--- config.mk ---
export PLATFORM = sky130hd
export DESIGN_NAME = ift_mem_arbiter
export DESIGN_NICKNAME = d
export VERILOG_FILES = /design/src/rtl/ift_mem_arb_pkg.sv /design/src/rtl/ift_arb_wait_cnt.sv /design/src/rtl/ift_mem_arbiter.sv
export SDC_FILE = /design/constraint.sdc
export NUM_CORES = 1
export LEC_CHECK = 0
export CORE_AREA = 8 8 342 344
export CTS_BUF_LIST = sky130_fd_sc_hd__clkbuf_8
export DETAILED_ROUTE_END_ITERATION = 8
export DIE_AREA = 0 0 350 352
export PLACE_DENSITY_LB_ADDON = 0.08
export SLEW_MARGIN = 10
export SYNTH_ARGS = -nofsm -noshare
export SYNTH_HDL_FRONTEND = slang
export SYNTH_SLANG_ARGS = --single-unit
--- constraint.sdc ---
create_clock -name clk_i -period 2.8 [get_ports clk_i]
set_input_delay 0.84 -clock clk_i [delete_from_list [all_inputs] [get_ports clk_i]]
set_output_delay 0.84 -clock clk_i [all_outputs]
set_load 0.02 [all_outputs]
--- src/rtl/ift_mem_arb_pkg.sv ---
// ============================================================================
// Module  : ift_mem_arb_pkg
// Brief   : Shared constants, request record and taint helper for the
//           instruction/data SRAM arbiter.
// Revision: 1.0 - initial release
// ============================================================================
`default_nettype none

package ift_mem_arb_pkg;

  localparam int NumReq    = 2;
  localparam int ReqCore   = 0;
  localparam int ReqLoader = 1;

  // Request record at the default 32-bit address / 64-bit data configuration.
  typedef struct packed {
    logic        we;
    logic [31:0] addr;
    logic [63:0] wdata;
    logic [7:0]  strb;
  } mem_req_t;

  // Taint of (a | b): a tainted operand only matters when the other side
  // does not already force the result high.
  function automatic logic or_taint2(input logic a, input logic a_t0,
                                     input logic b, input logic b_t0);
    return (a_t0 & ~b) | (b_t0 & ~a) | (a_t0 & b_t0);
  endfunction

endpackage

`default_nettype wire

--- src/rtl/ift_arb_wait_cnt.sv ---
// ============================================================================
// Module  : ift_arb_wait_cnt
// Brief   : Saturating starvation counter with synchronous clear.
// Revision: 1.0 - initial release
// ============================================================================
`default_nettype none

module ift_arb_wait_cnt #(
  parameter int unsigned MaxWait = 15
) (
  input  logic clk_i,
  input  logic rst_ni,
  input  logic clr_i,
  input  logic inc_i,
  output logic at_max_o
);

  localparam logic [7:0] c_max = 8'(MaxWait);

  logic [7:0] r_cnt;
  logic       w_at_max;

  assign w_at_max = (r_cnt == c_max);
  assign at_max_o = w_at_max;

  always_ff @(posedge clk_i or negedge rst_ni) begin
    if (!rst_ni) begin
      r_cnt <= '0;
    end else if (clr_i) begin
      r_cnt <= '0;
    end else if (inc_i && !w_at_max) begin
      r_cnt <= r_cnt + 8'd1;
    end
  end

endmodule

`default_nettype wire

--- src/rtl/ift_mem_arbiter.sv ---
// ============================================================================
// Module  : ift_mem_arbiter
// Brief   : Fixed-priority two-requester SRAM arbiter with bounded starvation
//           of the loader port and taint propagation on every field.
// Revision: 1.0 - initial release
// ============================================================================
`default_nettype none

module ift_mem_arbiter
  import ift_mem_arb_pkg::*;
#(
  parameter int unsigned AddrWidth = 32,
  parameter int unsigned DataWidth = 64,
  parameter int unsigned StrbWidth = DataWidth >> 3,
  parameter int unsigned MaxWait   = 15
) (
  input  logic                                clk_i,
  input  logic                                rst_ni,

  input  logic [NumReq-1:0]                   req_i,
  input  logic [NumReq-1:0]                   we_i,
  input  logic [NumReq-1:0][AddrWidth-1:0]    addr_i,
  input  logic [NumReq-1:0][DataWidth-1:0]    wdata_i,
  input  logic [NumReq-1:0][StrbWidth-1:0]    strb_i,
  output logic [NumReq-1:0]                   gnt_o,
  output logic [NumReq-1:0]                   rvalid_o,
  output logic [DataWidth-1:0]                rdata_o,

  input  logic [NumReq-1:0]                   req_i_t0,
  input  logic [NumReq-1:0]                   we_i_t0,
  input  logic [NumReq-1:0][AddrWidth-1:0]    addr_i_t0,
  input  logic [NumReq-1:0][DataWidth-1:0]    wdata_i_t0,
  input  logic [NumReq-1:0][StrbWidth-1:0]    strb_i_t0,
  output logic [NumReq-1:0]                   gnt_o_t0,
  output logic [NumReq-1:0]                   rvalid_o_t0,
  output logic [DataWidth-1:0]                rdata_o_t0,

  output logic                                mem_req_o,
  output logic                                mem_we_o,
  output logic [AddrWidth-1:0]                mem_addr_o,
  output logic [DataWidth-1:0]                mem_wdata_o,
  output logic [StrbWidth-1:0]                mem_strb_o,
  input  logic [DataWidth-1:0]                mem_rdata_i,

  output logic                                mem_req_o_t0,
  output logic                                mem_we_o_t0,
  output logic [AddrWidth-1:0]                mem_addr_o_t0,
  output logic [DataWidth-1:0]                mem_wdata_o_t0,
  output logic [StrbWidth-1:0]                mem_strb_o_t0,
  input  logic [DataWidth-1:0]                mem_rdata_i_t0
);

  logic              w_at_max;
  logic              w_force1;
  logic              w_any;
  logic              w_sel;
  logic              w_rd_gnt;
  logic              w_wait_inc;
  logic              w_wait_clr;
  logic [NumReq-1:0] w_gnt;

  logic              r_pend;
  logic              r_owner;
  logic [NumReq-1:0] r_gnt_t0;

  // ---------------------------------------------------------------- arbitration
  assign w_force1 = req_i[ReqLoader] & w_at_max;
  assign w_any    = |req_i;

  always_comb begin
    w_gnt = '0;
    if (w_force1) begin
      w_gnt[ReqLoader] = 1'b1;
    end else if (req_i[ReqCore]) begin
      w_gnt[ReqCore] = 1'b1;
    end else if (req_i[ReqLoader]) begin
      w_gnt[ReqLoader] = 1'b1;
    end
  end

  assign w_sel = w_gnt[ReqLoader];
  assign gnt_o = w_gnt;

  assign w_wait_inc = req_i[ReqLoader] & ~w_gnt[ReqLoader];
  assign w_wait_clr = w_gnt[ReqLoader] | ~req_i[ReqLoader];

  ift_arb_wait_cnt #(
    .MaxWait (MaxWait)
  ) u_wait_cnt (
    .clk_i    (clk_i),
    .rst_ni   (rst_ni),
    .clr_i    (w_wait_clr),
    .inc_i    (w_wait_inc),
    .at_max_o (w_at_max)
  );

  // ---------------------------------------------------------------- request mux
  always_comb begin
    mem_we_o       = 1'b0;
    mem_addr_o     = '0;
    mem_wdata_o    = '0;
    mem_strb_o     = '0;
    mem_we_o_t0    = 1'b0;
    mem_addr_o_t0  = '0;
    mem_wdata_o_t0 = '0;
    mem_strb_o_t0  = '0;
    if (w_any) begin
      mem_we_o       = we_i[w_sel];
      mem_addr_o     = addr_i[w_sel];
      mem_wdata_o    = wdata_i[w_sel];
      mem_strb_o     = strb_i[w_sel];
      mem_we_o_t0    = we_i_t0[w_sel];
      mem_addr_o_t0  = addr_i_t0[w_sel];
      mem_wdata_o_t0 = wdata_i_t0[w_sel];
      mem_strb_o_t0  = strb_i_t0[w_sel];
    end
  end

  assign mem_req_o    = w_any;
  assign mem_req_o_t0 = or_taint2(req_i[ReqCore], req_i_t0[ReqCore],
                                  req_i[ReqLoader], req_i_t0[ReqLoader]);

  // A grant is tainted by its own request or by a tainted competing request.
  for (genvar gi = 0; gi < NumReq; gi++) begin : g_gnt_t0
    assign gnt_o_t0[gi] = req_i_t0[gi] | (req_i[NumReq-1-gi] & req_i_t0[NumReq-1-gi]);
  end

  // ---------------------------------------------------------------- response path
  assign w_rd_gnt = w_any & ~we_i[w_sel];

  always_ff @(posedge clk_i or negedge rst_ni) begin
    if (!rst_ni) begin
      r_pend   <= 1'b0;
      r_owner  <= 1'b0;
      r_gnt_t0 <= '0;
    end else begin
      r_pend   <= w_rd_gnt;
      r_gnt_t0 <= gnt_o_t0;
      if (w_rd_gnt) begin
        r_owner <= w_sel;
      end
    end
  end

  always_comb begin
    rvalid_o    = '0;
    rvalid_o_t0 = '0;
    rdata_o     = '0;
    rdata_o_t0  = '0;
    if (r_pend) begin
      rvalid_o[r_owner]    = 1'b1;
      rvalid_o_t0[r_owner] = r_gnt_t0[r_owner];
      rdata_o              = mem_rdata_i;
      rdata_o_t0           = mem_rdata_i_t0;
    end
  end

endmodule

`default_nettype wire

==> results of run 1 <==
-- through the flow --
step,total power [mW],area (um^2),utilization (%),hold WS (ps),worst slack (ps)
2_1_floorplan,1.18,6600,-,453,-14.7
4_1_cts,3.54,19700,17.7,556,-437
3_5_place_dp,3.27,18500,16.6,546,-1280
6_report,3.47,20000,17.9,548,-387
5_1_grt,3.69,20000,17.9,572,-461
3_3_place_gp,3.28,18500,16.6,520,-1300
-- where the power goes --
part	switching [mW]	total, mW	internal, mW
clock network	0.0794	0.204	0.125
logic	1.47	3.09	1.62
registers	0.00470	0.184	0.179
total	1.55	3.47	1.92
-- layer usage --
metal  global-route usage (%)  vias to the layer above  share of wire [%]
met5                        0                        -              0.045
met4                     2.40                        6                2.0
met3                     4.73                       58                8.8
met2                     28.2                      623                 56
met1                     12.8                     6493                 33
li1                         -                     6354                  -
-- cells by family (layout without fill, tap and decap cells) --
kind of cell	count (synthesis)	after routing	synth area share [%]
xor gates and xnor gates	2	2	0.267
other	0	10	0
adders and majority gates	1	1	0.191
and+or+nand+nor	790	790	59.0
buffers and inverters	162	1163	10.6
AOI/OAI and AO/OA	224	224	25.4
DFF	12	12	4.57
-- how the worst max path moves through the flow --
stage                     cells after the start            endpoint      from
after floorplan                               6      mem_addr_o[23]  req_i[1]
after global placement                        7     mem_wdata_o[51]  req_i[1]
after detailed placement                      7     mem_wdata_o[51]  req_i[1]
after CTS                                     9  mem_wdata_o_t0[44]  req_i[1]
after global routing                         10       mem_strb_o[5]  req_i[1]
final                                        10       mem_strb_o[5]  req_i[1]
-- cell type report --
type | instances | area (um^2) | area share (%)
clock buffer | 4 | 55.1 | 0.275
timing repair buffer | 1153 | 12100 | 60.6
tap | 1500 | 1880 | 9.38
sequential | 12 | 302 | 1.51
inverter | 6 | 25.0 | 0.125
antenna | 10 | 25.0 | 0.125
multi-input combinational | 1017 | 5600 | 28.0
-- flip-flops by register name, indices dropped and copies added, names as in the netlist --
name              flops
u_wait_cnt.r_cnt      8
r_pend                1
r_gnt_t0              2
r_owner               1
-- worst register-to-register path, stage by stage (launching register included) --
cell and delay (ps):
dfrtp_1 380, ha_1 230, and4b_4 240, buf_6 160, buf_16 180, a21bo_1 210, a32o_1 240
-- placed cells by master, fill, tap and decap left out, drive strengths merged --
| cell type | count |
|---|---|
| inv | 6 |
| nor2 | 5 |
| or2 | 1 |
| o221ai | 1 |
| xnor2 | 1 |
| dlygate4sd2 | 6 |
| ha | 1 |
| o21ai | 3 |
| a32o | 1 |
| nor2b | 2 |
| and3 | 1 |
| a21oi | 6 |
| clkdlybuf4s15 | 17 |
| dlymetal6s2s | 42 |
| diode | 10 |
| nand4 | 211 |
| o211ai | 209 |
| clkdlybuf4s50 | 555 |
| nor4b | 1 |
| a32oi | 1 |
| clkbuf | 11 |
| dfrtp | 12 |
| nand2 | 429 |
| or3 | 4 |
| a21bo | 1 |
| and2 | 131 |
| buf | 525 |
| nand3 | 4 |
| and4b | 1 |
| xor2 | 1 |
| bufbuf | 1 |
| a21o | 2 |
-- timing repair --
| action | CTS | global route |
|---|---|---|
| setup endpoints to repair | 256 | 256 |
| resized for setup | 839 | 98 |
| pin swaps | 68 | 74 |
| cloned | 15 | 3 |
| setup buffers | 64 | 22 |
==> run summary, run 1 <==
Crit path launch type -> primary input
TNS Setup -> -50740 ps
Pin count of the biggest net entering global routing -> 76
Final cell count without fillers -> 3702
Post-synthesis sequential area ratio -> 4.57%
Slew @ Worst Pin -> 655 ps
Post-Syn Area -> 6570 um^2
Yosys reg bits -> 12
Area grow syn2layout -> 205%
R2r startpoint -> u_wait_cnt.r_cnt[0]
Critical path peak fanout -> 7
TritonCTS Buffers -> 3
DP Cell Count -> 3596
Outcome -> finished, violations left
Top cells by area, synth -> nand2_1 25%, o211ai_1 24%, nand4_1 20%
Post-synth top cells -> 429 x nand2_1, 211 x nand4_1, 209 x o211ai_1
Top delay family on crit path -> buffers and inverters
GRT overflow -> 0
LEAKAGE -> 8.17 nW
RSZ-0062 raised after global routing -> true
Most common cell in the synthesized netlist -> nand2_1
Wire length per cell -> 24.6 um
Via density -> 3.66
Crit-path max cell delay -> 270 ps
Max Clk Rate -> 314 MHz
Period Utilization, post-route -> 114%
Worst path required time -> 1960 ps
Tmin final -> 3190 ps
Hold wc startpoint -> u_wait_cnt.r_cnt[0]
Vias in the first global route -> 14000
Crit path DAT -> 2350 ps
Primary FF master, synth -> dfrtp_1
Final Max Slew Viols -> 0
Worst Reg2Reg Path Length in Cells -> 6
Post-detail-place hpwl -> 75.5 mm
Mapped Nets -> 1746
Top-level port count -> 902
Vias -> 13500
Initial Util -> 5.89%
Initial DRC Count -> 585
Share of the synthesized area in the top cell type -> 24.5%
Failing checks -> negative setup slack
Overall Global Routing Usage -> 13.7%
Avg Inst Size Synth -> 5.51 um^2
First-pass GRT wire length -> 120 mm
Die Height -> 352 um
R2R Path End -> r_pend
Layout cell share with drive strength beyond 1 -> 25.8%
Final WS setup -> -387 ps
Critical path capture point type -> primary output
WHS Endpoint -> u_wait_cnt.r_cnt[0]
Max-cap violations -> 0
# hold bufs at CTS -> 0
Core area -> 112000 um^2
Critical path buffers and inverters -> 7
Syn Inst Count -> 1191
Hold Path Depth -> 2
Slowest CP cell -> o211ai_1
DRC viols -> 0
Routability cong. -> 0.865
Total iterations of the first detailed-routing run -> 5
CP cell instances -> buf_6 -> nor4b_4 -> buf_4 -> and2_4 -> buf_12 -> buf_16 -> buf_8 -> buf_4 -> o211ai_1 -> buf_12
Peak supply drop -> 0.000111 V
Fill cells -> 12700
Ys async rst share -> 100%
# nets final -> 2748
CTS clk-pin slew, worst paths -> 60 ps
Post-synth EDFFs -> 0
Port bufs -> 901
Row count -> 123
Max Root-Sink Buffers -> 2
Kind of critical path -> primary input to primary output
Rel. slew slack -> 56.2%
Pwr dens -> 174 nW/um^2
Remaining antenna violation count -> 0
Final hold viol count -> 0
Root Driver -> clkbuf_8
CTS tree -> built
Worst Skew -> 6.62 ps
# H-tree levels -> 1
Final setup vio count -> 211
Yosys top cell by area -> nand2_1
Die X -> 350 um
Clock Sinks -> 12
Die area -> 123000 um^2
Initial antenna violation count -> 19
Number of distinct library cells after synthesis -> 29
Synth Warn # -> 0
Worst-Skew Late Latency -> 250 ps
Final WL -> 91.2 mm
Worst Hold Class -> flip-flop to flip-flop
R2r setup slk -> 1050 ps
(Power assumes the default switching activity.)
==> inputs of run 2 (changes only) <==
--- a/config.mk
+++ b/config.mk
@@ -5,11 +5,13 @@
 export SDC_FILE = /design/constraint.sdc
 export NUM_CORES = 1
 export LEC_CHECK = 0
+export CAP_MARGIN = 20
 export CORE_AREA = 8 8 342 344
 export CTS_BUF_LIST = sky130_fd_sc_hd__clkbuf_8
 export DETAILED_ROUTE_END_ITERATION = 8
 export DIE_AREA = 0 0 350 352
 export PLACE_DENSITY_LB_ADDON = 0.08
+export SETUP_SLACK_MARGIN = 0.3
 export SLEW_MARGIN = 10
 export SYNTH_ARGS = -nofsm -noshare
 export SYNTH_HDL_FRONTEND = slang
==> run 2 against run 1 <==
Net effect: the run still ends with negative setup slack left; via count down 2.6%; final cell count down 1.0%; sequential share of layout area up 0.069 points; routed wire length down 6.6%; critical path type unchanged; critical endpoint is now mem_addr_o[0]; largest power group unchanged.
==> run summary, run 2 (same netlist as run 1, synthesis figures left out) <==
Outcome -> finished, violations left
Failing checks -> negative setup slack
Layout cell share with drive strength beyond 1 -> 26.0% (+0.26 points)
CTS tree -> built
Clock Sinks -> 12 (unchanged)
DP Cell Count -> 3568 (-0.78%)
Fill cells -> 12800 (+0.89%)
Wire length per cell -> 23.2 um (-5.7%)
Worst path required time -> 1960 ps (about the same)
Die Height -> 352 um (unchanged)
Die area -> 123000 um^2 (unchanged)
Final Max Slew Viols -> 0 (unchanged)
Vias in the first global route -> 13700 (-1.8%)
Most frequent cells in the layout -> 551 x clkdlybuf4s50_1, 427 x nand2_1, 297 x buf_4, 211 x nand4_1, 209 x o211ai_1
CP cell instances -> buf_6 -> nor4b_4 -> buf_4 -> and2_4 -> buf_12 -> buf_16 -> buf_4 -> buf_6 -> buf_12 -> buf_8 -> buf_6 -> o211ai_1 -> buf_4
First-pass GRT wire length -> 113 mm (-6.1%)
Tmin final -> 3430 ps (+245 ps)
Final WL -> 85.1 mm (-6.6%)
Via density -> 3.60 (-1.6%)
Max-cap violations -> 0 (unchanged)
Die X -> 350 um (unchanged)
Kind of critical path -> primary input to primary output
Core area -> 112000 um^2 (unchanged)
Crit path launch type -> primary input
LEAKAGE -> 7.48 nW (-8.4%)
Post-detail-place hpwl -> 70.4 mm (-6.8%)
Final cell count without fillers -> 3665 (-1.0%)
Final WS setup -> -632 ps (-245 ps)
Final hold viol count -> 0 (unchanged)
RSZ-0062 raised after global routing -> true
Max reg flops -> 8 (unchanged)
Worst Hold Class -> flip-flop to flip-flop
Initial DRC Count -> 555 (-5.1%)
Most common cell after layout, fill and taps aside -> clkdlybuf4s50_1
Peak supply drop -> 0.000126 V (+14%)
Vias -> 13200 (-2.6%)
Pre-CTS setup slack -> -1200 ps (+77.6 ps)
Initial antenna violation count -> 48 (+29)
Largest regs -> u_wait_cnt.r_cnt: 8 flops, r_gnt_t0: 2 flops
Area grow syn2layout -> 191%
Crit-path max cell delay -> 180 ps (-90 ps)
TritonCTS Buffers -> 3 (unchanged)
Max Clk Rate -> 291 MHz (-7.1%)
# H-tree levels -> 1 (unchanged)
Pwr dens -> 171 nW/um^2 (-1.7%)
Slew @ Worst Pin -> 642 ps (-13.3 ps)
Worst-Skew Late Latency -> 250 ps (about the same)
Top reg by flops -> u_wait_cnt.r_cnt
Port bufs -> 901 (unchanged)
Rel. slew slack -> 57.1% (+0.89 points)
DRC viols -> 0 (unchanged)
Period Utilization, post-route -> 123% (+8.7 points)
GRT overflow -> 0 (unchanged)
Pin count of the biggest net entering global routing -> 100 (+32%)
Max Root-Sink Buffers -> 2 (unchanged)
Top-level port count -> 902 (unchanged)
Final setup vio count -> 211 (unchanged)
Slowest CP cell -> buf_4
Total iterations of the first detailed-routing run -> 5 (unchanged)
Initial Util -> 5.89% (unchanged)
Remaining antenna violation count -> 0 (unchanged)
Critical path peak fanout -> 5 (-2)
Overall Global Routing Usage -> 12.7% (-0.97 points)
Crit path DAT -> 2590 ps (+240 ps)
Root Driver -> clkbuf_8
# nets final -> 2707 (-1.5%)
Critical path capture point type -> primary output
CTS clk-pin slew, worst paths -> 60 ps (about the same)
Worst Skew -> 5.19 ps (-1.43 ps)
Row count -> 123 (unchanged)
Routability cong. -> 0.815 (-5.8%)
-- run 2: changes by cell type in the layout (fill, tap and decap cells not counted), moves of 5 or more --
cell / before / now
buf_4: 343 / 297
buf_12: 78 / 83
dlymetal6s2s_1: 42 / 16
dlygate4sd2_1: 6 / 0
buf_16: 23 / 14
buf_6: 50 / 33
clkbuf_2: 3 / 71
clkdlybuf4s15_2: 17 / 1
buf_2: 15 / 25
-- run 2: stage by stage --
step | setup TNS (ps) | cell area, um^2 | hold slack [ps] | power (mW) | utilization [%]
6_report | -77880 | 19100 | 593 | 3.27 | 17.1
5_1_grt | -95080 | 19100 | 604 | 3.50 | 17.1
4_1_cts | -93970 | 18900 | 542 | 3.36 | 16.9
3_5_place_dp | -219710 | 18500 | 533 | 3.23 | 16.6
3_3_place_gp | -216460 | 18500 | 521 | 3.24 | 16.6
2_1_floorplan | -6.10 | 6670 | 453 | 1.18 | -
-- run 2: power breakdown --
group | leakage (nW) | switching [mW] | internal [mW] | total (mW)
Clock | 0.0270 | 0.0727 | 0.0969 | 0.170
Combinational | 7.30 | 1.40 | 1.51 | 2.91
Sequential | 0.156 | 0.00700 | 0.180 | 0.187
-- run 2: layout make-up --
class                      count  area [um^2]  share of cell area [%]
clock inverter                 1         3.75                  0.0196
sequential                    12          302                    1.58
multi-input combinational   1017         5630                    29.4
timing repair buffer        1112        11200                    58.7
inverter                       6         25.0                   0.131
clock buffer                   3         41.3                   0.216
antenna                       14         35.0                   0.183
tap                         1500         1880                    9.81
-- run 2: final timing paths --
| check | from | to | slack [ps] | cells past startpoint |
|---|---|---|---|---|
| setup / recovery | req_i[1] | mem_addr_o[0] | -630 | 13 |
| hold / removal | u_wait_cnt.r_cnt[0] | u_wait_cnt.r_cnt[0] | 590 | 2 |
| setup reg to reg | u_wait_cnt.r_cnt[1] | r_pend | 890 | 8 |
| hold reg to reg | u_wait_cnt.r_cnt[0] | u_wait_cnt.r_cnt[0] | 590 | 2 |
| max in group asynchronous | rst_ni | r_pend | 1360 | 1 |
| min in group asynchronous | rst_ni | u_wait_cnt.r_cnt[2] | 990 | 1 |
-- run 2: critical path, delay by kind of cell --
family / cells / cell delay [ps]
compound gates: 1 / 170
simple gates: 2 / 280
buf+inv: 10 / 1280
-- run 2: what timing repair did --
action | in CTS | in global routing
endpoints found under the setup margin | 297 | 297
hold buffers | 0 | 0
setup buffers | 38 | 27
pin swaps | 43 | 88
gates resized for setup | 685 | 363
cloned | 9 | 5
-- run 2: routing by layer --
metal	part of all wire (%)	vias to the layer above	routed length, um	GRT usage, %
li1	-	6270	-	-
met1	35	6210	29700	12.5
met3	10	102	8900	5.78
met5	0.21	-	183	0
met2	53	568	44700	24.2
met4	1.9	30	1650	2.63
==> inputs of run 3 (changes only) <==
--- a/config.mk
+++ b/config.mk
@@ -10,6 +10,7 @@
 export CTS_BUF_LIST = sky130_fd_sc_hd__clkbuf_8
 export DETAILED_ROUTE_END_ITERATION = 8
 export DIE_AREA = 0 0 350 352
+export GPL_TIMING_DRIVEN = 0
 export PLACE_DENSITY_LB_ADDON = 0.08
 export SETUP_SLACK_MARGIN = 0.3
 export SLEW_MARGIN = 10
==> run 3 against run 2 <==
Net effect: the flow still finishes with violations (negative setup slack); largest power group unchanged; critical endpoint is now mem_addr_o_t0[9]; final area fell by 3.3%; via count rose by 0.46%; clock skew shrank 2.8 ps.
==> run summary, run 3 (same netlist as run 1, synthesis figures left out) <==
Part of the power in combinational logic -> 88.5% (-0.6 points)
LEAKAGE -> 6.79 nW (-9.2%)
Net switching power figure -> 1.53 mW (+3.5%)
TritonCTS Buffers -> 3 (unchanged)
Critical path capture point type -> primary output
Root Driver -> clkbuf_8
Max-cap violations -> 0 (unchanged)
Post-detail-place hpwl -> 81.3 mm (+16%)
Final Max Slew Viols -> 0 (unchanged)
Worst Skew -> 2.42 ps (-2.77 ps)
Initial Util -> 5.89% (unchanged)
Top reg by flops -> u_wait_cnt.r_cnt
Register share of total power -> 5.6% (about the same)
Overall Global Routing Usage -> 14.3% (+1.6 points)
Most frequent cells in the layout -> 655 x clkdlybuf4s50_1, 427 x nand2_1, 211 x nand4_1, 209 x o211ai_1, 193 x buf_4
Largest regs -> u_wait_cnt.r_cnt: 8 flops, r_gnt_t0: 2 flops
RSZ-0062 raised after global routing -> true
DRC viols -> 0 (unchanged)
R2R Path End -> r_pend
Hold wc startpoint -> u_wait_cnt.r_cnt[0]
Top-level port count -> 902 (unchanged)
Routability cong. -> 0.827 (+1.5%)
# nets final -> 2697 (-0.37%)
# H-tree levels -> 1 (unchanged)
Max reg flops -> 8 (unchanged)
Final hold viol count -> 0 (unchanged)
Initial antenna violation count -> 51 (+6.3%)
WHS Endpoint -> u_wait_cnt.r_cnt[0]
Wire length per cell -> 25.9 um (+11%)
Die Height -> 352 um (unchanged)
Pin count of the biggest net entering global routing -> 13 (-87%)
TNS Setup -> -82170 ps (-4290 ps)
Layout cell share with drive strength beyond 1 -> 20.7% (-5.3 points)
Peak supply drop -> 0.000112 V (-11%)
Final core occ -> 16.6% (-0.57 points)
Max Clk Rate -> 300 MHz (+3.0%)
CTS clk-pin slew, worst paths -> 60 ps (about the same)
Via density -> 3.62 (+0.67%)
Hold Path Depth -> 1 (-1)
Vias -> 13200 (+0.46%)
Worst Reg2Reg Path Length in Cells -> 7 (-1)
Port bufs -> 901 (unchanged)
Remaining antenna violation count -> 0 (unchanged)
Most common cell after layout, fill and taps aside -> clkdlybuf4s50_1
First-pass GRT wire length -> 124 mm (+9.7%)
Failing checks -> negative setup slack
Core area -> 112000 um^2 (unchanged)
Outcome -> finished, violations left
Max Root-Sink Buffers -> 2 (unchanged)
Clock Sinks -> 12 (unchanged)
Worst Hold Class -> flip-flop to flip-flop
Area grow syn2layout -> 182%
Kind of critical path -> primary input to primary output
Critical path peak fanout -> 6 (+1)
Row count -> 123 (unchanged)
P_int -> 1.76 mW (-1.8%)
Final WS setup -> -532 ps (+99.2 ps)
Worst-Skew Late Latency -> 240 ps (about the same)
Net Sw Frac -> 46.6% (+1.3 points)
Pwr dens -> 178 nW/um^2 (+4.1%)
Final WL -> 94.6 mm (+11%)
Die area -> 123000 um^2 (unchanged)
Crit path launch type -> primary input
Crit path DAT -> 2490 ps (-100 ps)
Rel. slew slack -> 58.0% (+0.94 points)
CP Launch Point -> req_i[1]
Slew @ Worst Pin -> 628 ps (-14.0 ps)
Worst path required time -> 1960 ps (about the same)
Tmin final -> 3330 ps (-99.2 ps)
R2r startpoint -> u_wait_cnt.r_cnt[0]
CTS tree -> built
GRT overflow -> 0 (unchanged)
Period Utilization, post-route -> 119% (-3.5 points)
Initial DRC Count -> 592 (+6.7%)
Final setup vio count -> 313 (+48%)
Die X -> 350 um (unchanged)
R2r setup slk -> 1060 ps (+170 ps)
Clk pwr share -> 5.8% (+0.6 points)
Vias in the first global route -> 14100 (+2.3%)
Total iterations of the first detailed-routing run -> 5 (unchanged)
==> run 3: power by group through the flow <==
stage               Clock [mW]  Combinational, mW  Sequential (mW)
floorplan                    0              0.993            0.186
global placement             0               2.97            0.189
detailed placement           0               2.96            0.189
CTS                      0.199               2.96            0.186
global route             0.207               3.10            0.187
finish                   0.191               2.91            0.186
==> run 3: worst max-delay path by stage <==
stage / end / slack [ps] / cells after the start
after CTS: mem_wdata_o_t0[31] / -570 / 9
final: mem_addr_o_t0[9] / -530 / 11
after detailed placement: mem_wdata_o_t0[31] / -2770 / 7
after global placement: mem_wdata_o[25] / -2800 / 7
after floorplan: mem_wdata_o[26] / -0.6 / 6
after global routing: mem_wdata_o[3] / -560 / 11
==> run 3: final cells by class <==
| cell class | instances | area, um^2 |
|---|---|---|
| antenna | 16 | 40.0 |
| buffer | 155 | 1550 |
| clock buffer | 4 | 55.1 |
| fill | 12800 | 93100 |
| inverter | 6 | 22.5 |
| multi-input combinational | 1017 | 5610 |
| sequential | 12 | 302 |
| tap | 1500 | 1880 |
| timing repair buffer | 947 | 9040 |
==> run 3: what timing repair did <==
action                     in CTS  in global routing
hold buffers                    0                  0
gates cloned                    6                  4
setup buffers                  24                 11
setup endpoints to repair     356                348
resized for setup            1216                273
pin swaps                      77                 35
==> run 3: metal layers <==
metal  wire, um  GRT usage, %
met1      33500          14.3
met2      49300          27.3
met3       9710          6.18
met4       1960          2.53
met5        209             0
==> run 3: metrics by stage <==
stage	power, mW	std cells	hold WS, ps	instance area, um^2	setup WS (ps)
detailed placement	3.15	3593	478	17600	-2770
global route	3.50	3647	516	18500	-556
global placement	3.16	3592	484	17600	-2800
finish	3.29	3657	495	18500	-532
floorplan	1.18	1191	453	6670	-0.610
CTS	3.35	3626	493	18300	-567
==> run 3: worst max-delay path, stage by stage <==
cell	delay (ps)
buf_12	100
nor4b_4	120
buf_6	140
and2_4	160
clkbuf_16	150
buf_12	140
buf_6	120
buf_6	110
buf_16	130
o211ai_1	260
buf_4	200
